**src/rtl/matmul_pkg.sv**
```systemverilog
// rtl/matmul_pkg.sv - shared matmul types and default sizes for the result scratchpad
package matmul_pkg;

  localparam int MM_DATA_WIDTH  = 4;
  localparam int MM_BUS_WIDTH   = 16;
  localparam int MM_SP_NTARGETS = 4;
  localparam int MM_MAX_DIM     = MM_BUS_WIDTH / MM_DATA_WIDTH;

  typedef logic signed [MM_BUS_WIDTH-1:0]           data_bus_t;
  typedef data_bus_t [MM_MAX_DIM-1:0]               sp_row_t;
  typedef logic [$clog2(MM_SP_NTARGETS)-1:0]        sp_target_t;
  typedef logic [$clog2(MM_MAX_DIM)-1:0]            sp_idx_t;

  typedef enum logic [0:0] {
    SP_IDLE,
    SP_CLEAR
  } sp_state_e;

endpackage

```
**src/rtl/matmul_sp_acc_lane.sv**
```systemverilog
// rtl/matmul_sp_acc_lane.sv - one scratchpad lane: overwrite or signed accumulate with overflow detect
// MATMUL_SP_SAT_EN selects saturating accumulate; otherwise results wrap.
module matmul_sp_acc_lane #(
  parameter int BUS_WIDTH = 16
) (
  input  logic [BUS_WIDTH-1:0] i_old,
  input  logic [BUS_WIDTH-1:0] i_new,
  input  logic                 i_accum,
  output logic [BUS_WIDTH-1:0] o_result,
  output logic                 o_ovf
);

  logic signed [BUS_WIDTH:0] w_sum;

  // One extra bit of headroom: overflow shows up as the top two bits disagreeing.
  assign w_sum = $signed({i_old[BUS_WIDTH-1], i_old}) + $signed({i_new[BUS_WIDTH-1], i_new});
  assign o_ovf = i_accum && (w_sum[BUS_WIDTH] != w_sum[BUS_WIDTH-1]);

  always_comb begin
    o_result = i_new;
    if (i_accum) begin
`ifdef MATMUL_SP_SAT_EN
      if (o_ovf) begin
        o_result = w_sum[BUS_WIDTH] ? {1'b1, {(BUS_WIDTH-1){1'b0}}} : {1'b0, {(BUS_WIDTH-1){1'b1}}};
      end else begin
        o_result = w_sum[BUS_WIDTH-1:0];
      end
`else
      o_result = w_sum[BUS_WIDTH-1:0];
`endif
    end
  end

endmodule

```
**src/rtl/matmul_sp_bank.sv**
```systemverilog
// rtl/matmul_sp_bank.sv - matmul result scratchpad: row writes/accumulate, element reads, slot clear
module matmul_sp_bank
  import matmul_pkg::*;
#(
  parameter int  DATA_WIDTH  = MM_DATA_WIDTH,
  parameter int  BUS_WIDTH   = MM_BUS_WIDTH,
  parameter int  SP_NTARGETS = MM_SP_NTARGETS,
  localparam int MAX_DIM     = BUS_WIDTH / DATA_WIDTH,
  localparam int TW          = $clog2(SP_NTARGETS),
  localparam int IW          = $clog2(MAX_DIM)
) (
  input  logic                         clk_i,
  input  logic                         rst_ni,
  input  logic                         wr_valid_i,
  output logic                         wr_ready_o,
  input  logic [TW-1:0]                wr_target_i,
  input  logic [IW-1:0]                wr_row_i,
  input  logic                         wr_accum_i,
  input  logic [MAX_DIM*BUS_WIDTH-1:0] wr_data_i,
  input  logic                         rd_req_i,
  input  logic [TW-1:0]                rd_target_i,
  input  logic [IW-1:0]                rd_row_i,
  input  logic [IW-1:0]                rd_col_i,
  output logic                         rd_valid_o,
  output logic [BUS_WIDTH-1:0]         rd_data_o,
  input  logic                         clr_i,
  input  logic [TW-1:0]                clr_target_i,
  output logic                         busy_o,
  output logic [SP_NTARGETS-1:0]       ovf_o
);

  logic [MAX_DIM*BUS_WIDTH-1:0] r_mem [SP_NTARGETS][MAX_DIM];
  sp_state_e                    r_state;
  logic [IW-1:0]                r_clr_row;
  logic [TW-1:0]                r_clr_target;
  logic                         r_busy;
  logic [SP_NTARGETS-1:0]       r_ovf;
  logic                         r_rd_valid;
  logic [BUS_WIDTH-1:0]         r_rd_data;

  logic                         w_wr_in_range;
  logic                         w_rd_in_range;
  logic                         w_wr_fire;
  logic [MAX_DIM*BUS_WIDTH-1:0] w_old_row;
  logic [MAX_DIM*BUS_WIDTH-1:0] w_new_row;
  logic [MAX_DIM-1:0]           w_lane_ovf;

  // A clear request wins over a same-cycle write; the writer simply stalls.
  assign wr_ready_o    = (r_state == SP_IDLE) && !clr_i;
  assign w_wr_in_range = (int'(wr_target_i) < SP_NTARGETS) && (int'(wr_row_i) < MAX_DIM);
  assign w_rd_in_range = (int'(rd_target_i) < SP_NTARGETS) && (int'(rd_row_i) < MAX_DIM)
                         && (int'(rd_col_i) < MAX_DIM);
  assign w_wr_fire     = wr_valid_i && wr_ready_o && w_wr_in_range;
  assign w_old_row     = r_mem[wr_target_i][wr_row_i];

  for (genvar g = 0; g < MAX_DIM; g++) begin : g_lane
    matmul_sp_acc_lane #(
      .BUS_WIDTH(BUS_WIDTH)
    ) u_lane (
      .i_old   (w_old_row[g*BUS_WIDTH +: BUS_WIDTH]),
      .i_new   (wr_data_i[g*BUS_WIDTH +: BUS_WIDTH]),
      .i_accum (wr_accum_i),
      .o_result(w_new_row[g*BUS_WIDTH +: BUS_WIDTH]),
      .o_ovf   (w_lane_ovf[g])
    );
  end

  always_ff @(posedge clk_i) begin
    if (!rst_ni) begin
      r_state      <= SP_IDLE;
      r_clr_row    <= '0;
      r_clr_target <= '0;
      r_busy       <= 1'b0;
    end else begin
      case (r_state)
        SP_IDLE: begin
          if (clr_i) begin
            r_state      <= SP_CLEAR;
            r_clr_target <= clr_target_i;
            r_clr_row    <= '0;
            r_busy       <= 1'b1;
          end
        end
        SP_CLEAR: begin
          if (r_clr_row == IW'(MAX_DIM-1)) begin
            r_state <= SP_IDLE;
            r_busy  <= 1'b0;
          end else begin
            r_clr_row <= r_clr_row + 1'b1;
          end
        end
      endcase
    end
  end

  always_ff @(posedge clk_i) begin
    if (!rst_ni) begin
      for (int t = 0; t < SP_NTARGETS; t++) begin
        for (int r = 0; r < MAX_DIM; r++) begin
          r_mem[t][r] <= '0;
        end
      end
      r_ovf      <= '0;
      r_rd_valid <= 1'b0;
      r_rd_data  <= '0;
    end else begin
      if (r_state == SP_CLEAR) begin
        r_mem[r_clr_target][r_clr_row] <= '0;
        if (r_clr_row == '0) begin
          r_ovf[r_clr_target] <= 1'b0;
        end
      end else if (w_wr_fire) begin
        r_mem[wr_target_i][wr_row_i] <= w_new_row;
        if (|w_lane_ovf) begin
          r_ovf[wr_target_i] <= 1'b1;
        end
      end
      // Reads sample pre-edge storage, so a colliding write/clear returns the old element.
      r_rd_valid <= rd_req_i;
      if (rd_req_i) begin
        r_rd_data <= w_rd_in_range ? r_mem[rd_target_i][rd_row_i][rd_col_i*BUS_WIDTH +: BUS_WIDTH]
                                   : '0;
      end
    end
  end

  assign busy_o     = r_busy;
  assign ovf_o      = r_ovf;
  assign rd_valid_o = r_rd_valid;
  assign rd_data_o  = r_rd_data;

endmodule

```
**config.mk**
```make
export PLATFORM = sky130hd
export DESIGN_NAME = matmul_sp_bank
export DESIGN_NICKNAME = d
export VERILOG_FILES = /design/src/rtl/matmul_pkg.sv /design/src/rtl/matmul_sp_acc_lane.sv /design/src/rtl/matmul_sp_bank.sv
export SDC_FILE = /design/constraint.sdc
export NUM_CORES = 2
export LEC_CHECK = 0
export ABC_CLOCK_PERIOD_IN_PS = 8300
export CELL_PAD_IN_SITES_DETAIL_PLACEMENT = 0
export CELL_PAD_IN_SITES_GLOBAL_PLACEMENT = 1
export CORE_AREA = 10 10 364 366
export DETAILED_ROUTE_END_ITERATION = 8
export DIE_AREA = 0 0 374 376
export GPL_TIMING_DRIVEN = 0
export PLACE_DENSITY_LB_ADDON = 0.1
export RECOVER_POWER = 50
export SYNTH_ARGS = -nofsm -noshare
export SYNTH_HDL_FRONTEND = slang
export SYNTH_SLANG_ARGS = --single-unit
```
**constraint.sdc**
```tcl
create_clock -name clk_i -period 8.3 [get_ports clk_i]
set_clock_uncertainty 0.2 [all_clocks]
set_input_delay 2.075 -clock clk_i [delete_from_list [all_inputs] [get_ports clk_i]]
set_output_delay 2.075 -clock clk_i [all_outputs]
set_load 0.03 [all_outputs]
```
==> flow_metrics.py <==
metrics = {
    "global_routing": {
        "grt_max_degree": 42,
        "grt_antenna_before_repair": 17,
        "grt_pass1_vias": 37790,
        "grt-ovfl-total": 0,
        "grt_pass1_wl_mm": 325,
        "grtUsageTotal_pct": 34.1,
    },
    "layout": {
        "postLayoutCellArea_um2": 63400,
        "drive_gt1_share_pct": 24.3,
        "fin_nets": 4138,
        "fin_cells": 5742,
        "syn_to_final_growth_pct": 13.4,
    },
    "placement": {
        "preCtsSetupSlack_ns": -1.46,
        "portBuffers": 94,
        "post-place-cells": 5513,
        "place_hpwl_mm": 170,
        "place_area_um2": 59600,
        "place_congestion": 0.938,
    },
    "pwr": {
        "ir_worst_vdd_uv": 202,
        "power_w": 0.0138,
        "p_leak_nw": 21.5,
        "power.density_nw_per_um2": 217,
    },
    "setup_path": {
        "crit_top_cell": "clkbuf_1",
        "critical_path.max_fanout": 10,
        "end_kind": "register",
        "reg2reg_from": "r_state",
        "setup.worst_path.start_class": "input pin",
        "cp_slowest_cell": "clkbuf_1",
        "max_stage_delay_ns": 0.68,
        "worst-path-buf-inv": 5,
        "crit_arrival_ns": 8.64,
        "worst_ep_required_time_ns": 8.56,
        "crit_family": "buffers and inverters",
        "crit_type": "in2reg",
        "cp-startpoint": "wr_target_i[1]",
        "path_cells": "clkbuf_1, clkbuf_1, clkbuf_2, mux4_2, mux4_2, ha_1, inv_1, fa_1, nor2b_1, o211ai_1, a21oi_1, o21ai_1, nand2_1, a31o_2, a311oi_2, clkbuf_1, nor2_1",
    },
    "floorplanning": {
        "rows": 130,
        "fp.dieH_um": 376,
        "die-area_um2": 141000,
        "initial_core_util_pct": 44.7,
        "io_pins": 105,
        "core-area_um2": 125000,
        "die_w_um": 374,
    },
    "logic_synthesis": {
        "async_flop_share_pct": 0,
        "synth_edf_count": 1024,
        "yosys.area.top_type": "edfxtp_1",
        "synth_seq_cells": 1051,
        "synth.distinct_cells": 68,
        "synth.most_common_cell": "nor2_1",
        "synthesis.nets": 3902,
        "seq_area_frac_synth_pct": 56.0,
        "netlist_instances": 3748,
        "ys.flop_type": "edfxtp_1",
        "synthTopCellsByArea": "edfxtp_1 55%, mux4_2 26%, nor2_1 7.2%",
        "synth_top_area_share_pct": 55.0,
        "yosys-top-cells-count": "1078 x nor2_1, 1024 x edfxtp_1, 656 x mux4_2",
        "syn_area_um2": 55900,
        "synth.avg_cell_area_um2": 14.9,
        "yosysWarnings": 0,
    },
    "timing": {
        "min_period_ns": 8.37,
        "fin_tns_setup_ns": -0.913,
        "worst_pin_slew_ns": 2.91,
        "slew_violations": 372,
        "final-setup-viol-count": 27,
        "setup_ws_ns": -0.0742,
        "fmax_ghz": 0.119,
        "hold_viol_final": 0,
        "period_share_pct": 101,
        "relSlewSlack_pct": -94.3,
    },
    "route": {
        "drc": 0,
        "drt-wirelength-per-cell_um": 42.5,
        "ant_nets": 0,
        "drt_first_pass_iters": 6,
        "wl_mm": 244,
        "drtIter0Drc": 6677,
        "dr_total_vias": 39650,
        "via_per_inst": 6.91,
    },
    "cts": {
        "path_clk_slew_ns": 0.06,
        "cts_buffer_depth": 3,
        "cts_tree": "done",
        "h-tree-depth": 3,
        "cts_buffers": 117,
        "worstSkewPairLatency_ns": 0.75,
        "cts.sinks": 1051,
        "cts_root_buf": "clkbuf_16",
    },
    "flow_run": {
        "maxCapViolations": 16,
    },
    "status": {
        "failed_checks": "capacitance limit, slew limit, setup timing",
        "status": "finished, violations left",
    },
    "min_path": {
        "min-delay-start": "ovf_o[0]",
        "hp-class": "reg2reg",
    },
}
## metal layers
metal / vias to the layer above / global-route usage, % / wire length (um)
li1: 15086 / - / -
met4: 20 / 16.3 / 14000
met2: 3214 / 49.0 / 103000
met1: 20772 / 45.6 / 89800
met5: - / 0 / 122
met3: 558 / 12.6 / 36700
## sequential cells by signal, indices dropped and copies added (netlist names)
register      cells
r_mem          1024
rd_data_o        16
ovf_o             4
r_clr_row         2
r_clr_target      2
busy_o            1
r_state           1
rd_valid_o        1
## cell families (layout without fill, tap and decap cells)
| logic type | count (synthesis) | in the layout | synth area share, % |
|---|---|---|---|
| xor gates and xnor gates | 35 | 35 | 0.548 |
| AOI/OAI and AO/OA | 225 | 225 | 2.67 |
| and+or+nand+nor | 1275 | 1275 | 9.02 |
| adders and majority gates | 72 | 72 | 1.67 |
| muxes | 708 | 708 | 27.4 |
| buffers and inverters | 382 | 719 | 2.70 |
| DFF | 1051 | 1051 | 56.0 |
| other | 0 | 7 | 0 |
## metrics by stage
step	hold slack (ns)	utilization [%]
floorplan	0.305	-
global placement	0.258	47.1
detailed placement	0.247	47.6
CTS	0.272	50.8
global route	0.299	50.6
finish	0.263	50.7
## cell type report
class,instances,area (um2)
well taps,1650,2060
diodes,7,17.5
fillers,10683,61700
multi-input cells,2315,23100
plain buffers,348,1530
repair buffers,117,1330
inverters,34,128
clock buffers,155,3200
flip-flops and latches,1051,31300
clock inverters,65,669
## path summary, 6_finish.rpt
path                            depth (start not counted)  slack (ns)           end
worst min register to register                          1        0.26      ovf_o[0]
worst max-delay path                                   17       -0.07  r_mem[1][30]
worst min-delay path                                    1        0.26      ovf_o[0]
worst max register to register                         11        1.39  r_mem[1][84]
## where the power goes
part / internal [W] / switching, W / total (W)
combinational: 0.000816 / 0.00143 / 0.00225
clock: 0.00310 / 0.00230 / 0.00540
sequential: 0.00602 / 0.000101 / 0.00613
## what timing repair did
item                                   in CTS  in global routing
endpoints found under the hold margin       0                  0
hold buffers                                0                  0
resized for setup                          40                 38
buffers inserted                            0                  0
setup endpoints to repair                 192                180
## placed cells by master (no fill, tap or decap), types with 15 or more instances in the layout
master / n
a211oi_1: 15
a21o_1: 24
a21oi_1: 58
buf_2: 38
clkbuf_1: 272
clkbuf_16: 121
clkbuf_2: 42
clkdlybuf4s50_1: 69
clkinv_1: 16
clkinv_2: 29
dfxtp_1: 27
dlygate4sd3_1: 25
edfxtp_1: 1024
ha_1: 68
inv_1: 33
mux2_2: 22
mux2i_1: 28
mux4_2: 656
nand2_1: 84
nand3_1: 28
nor2_1: 1078
o211ai_1: 15
o21ai_0: 35
xnor2_1: 24
Note: power is estimated with default switching activity, not from simulation.
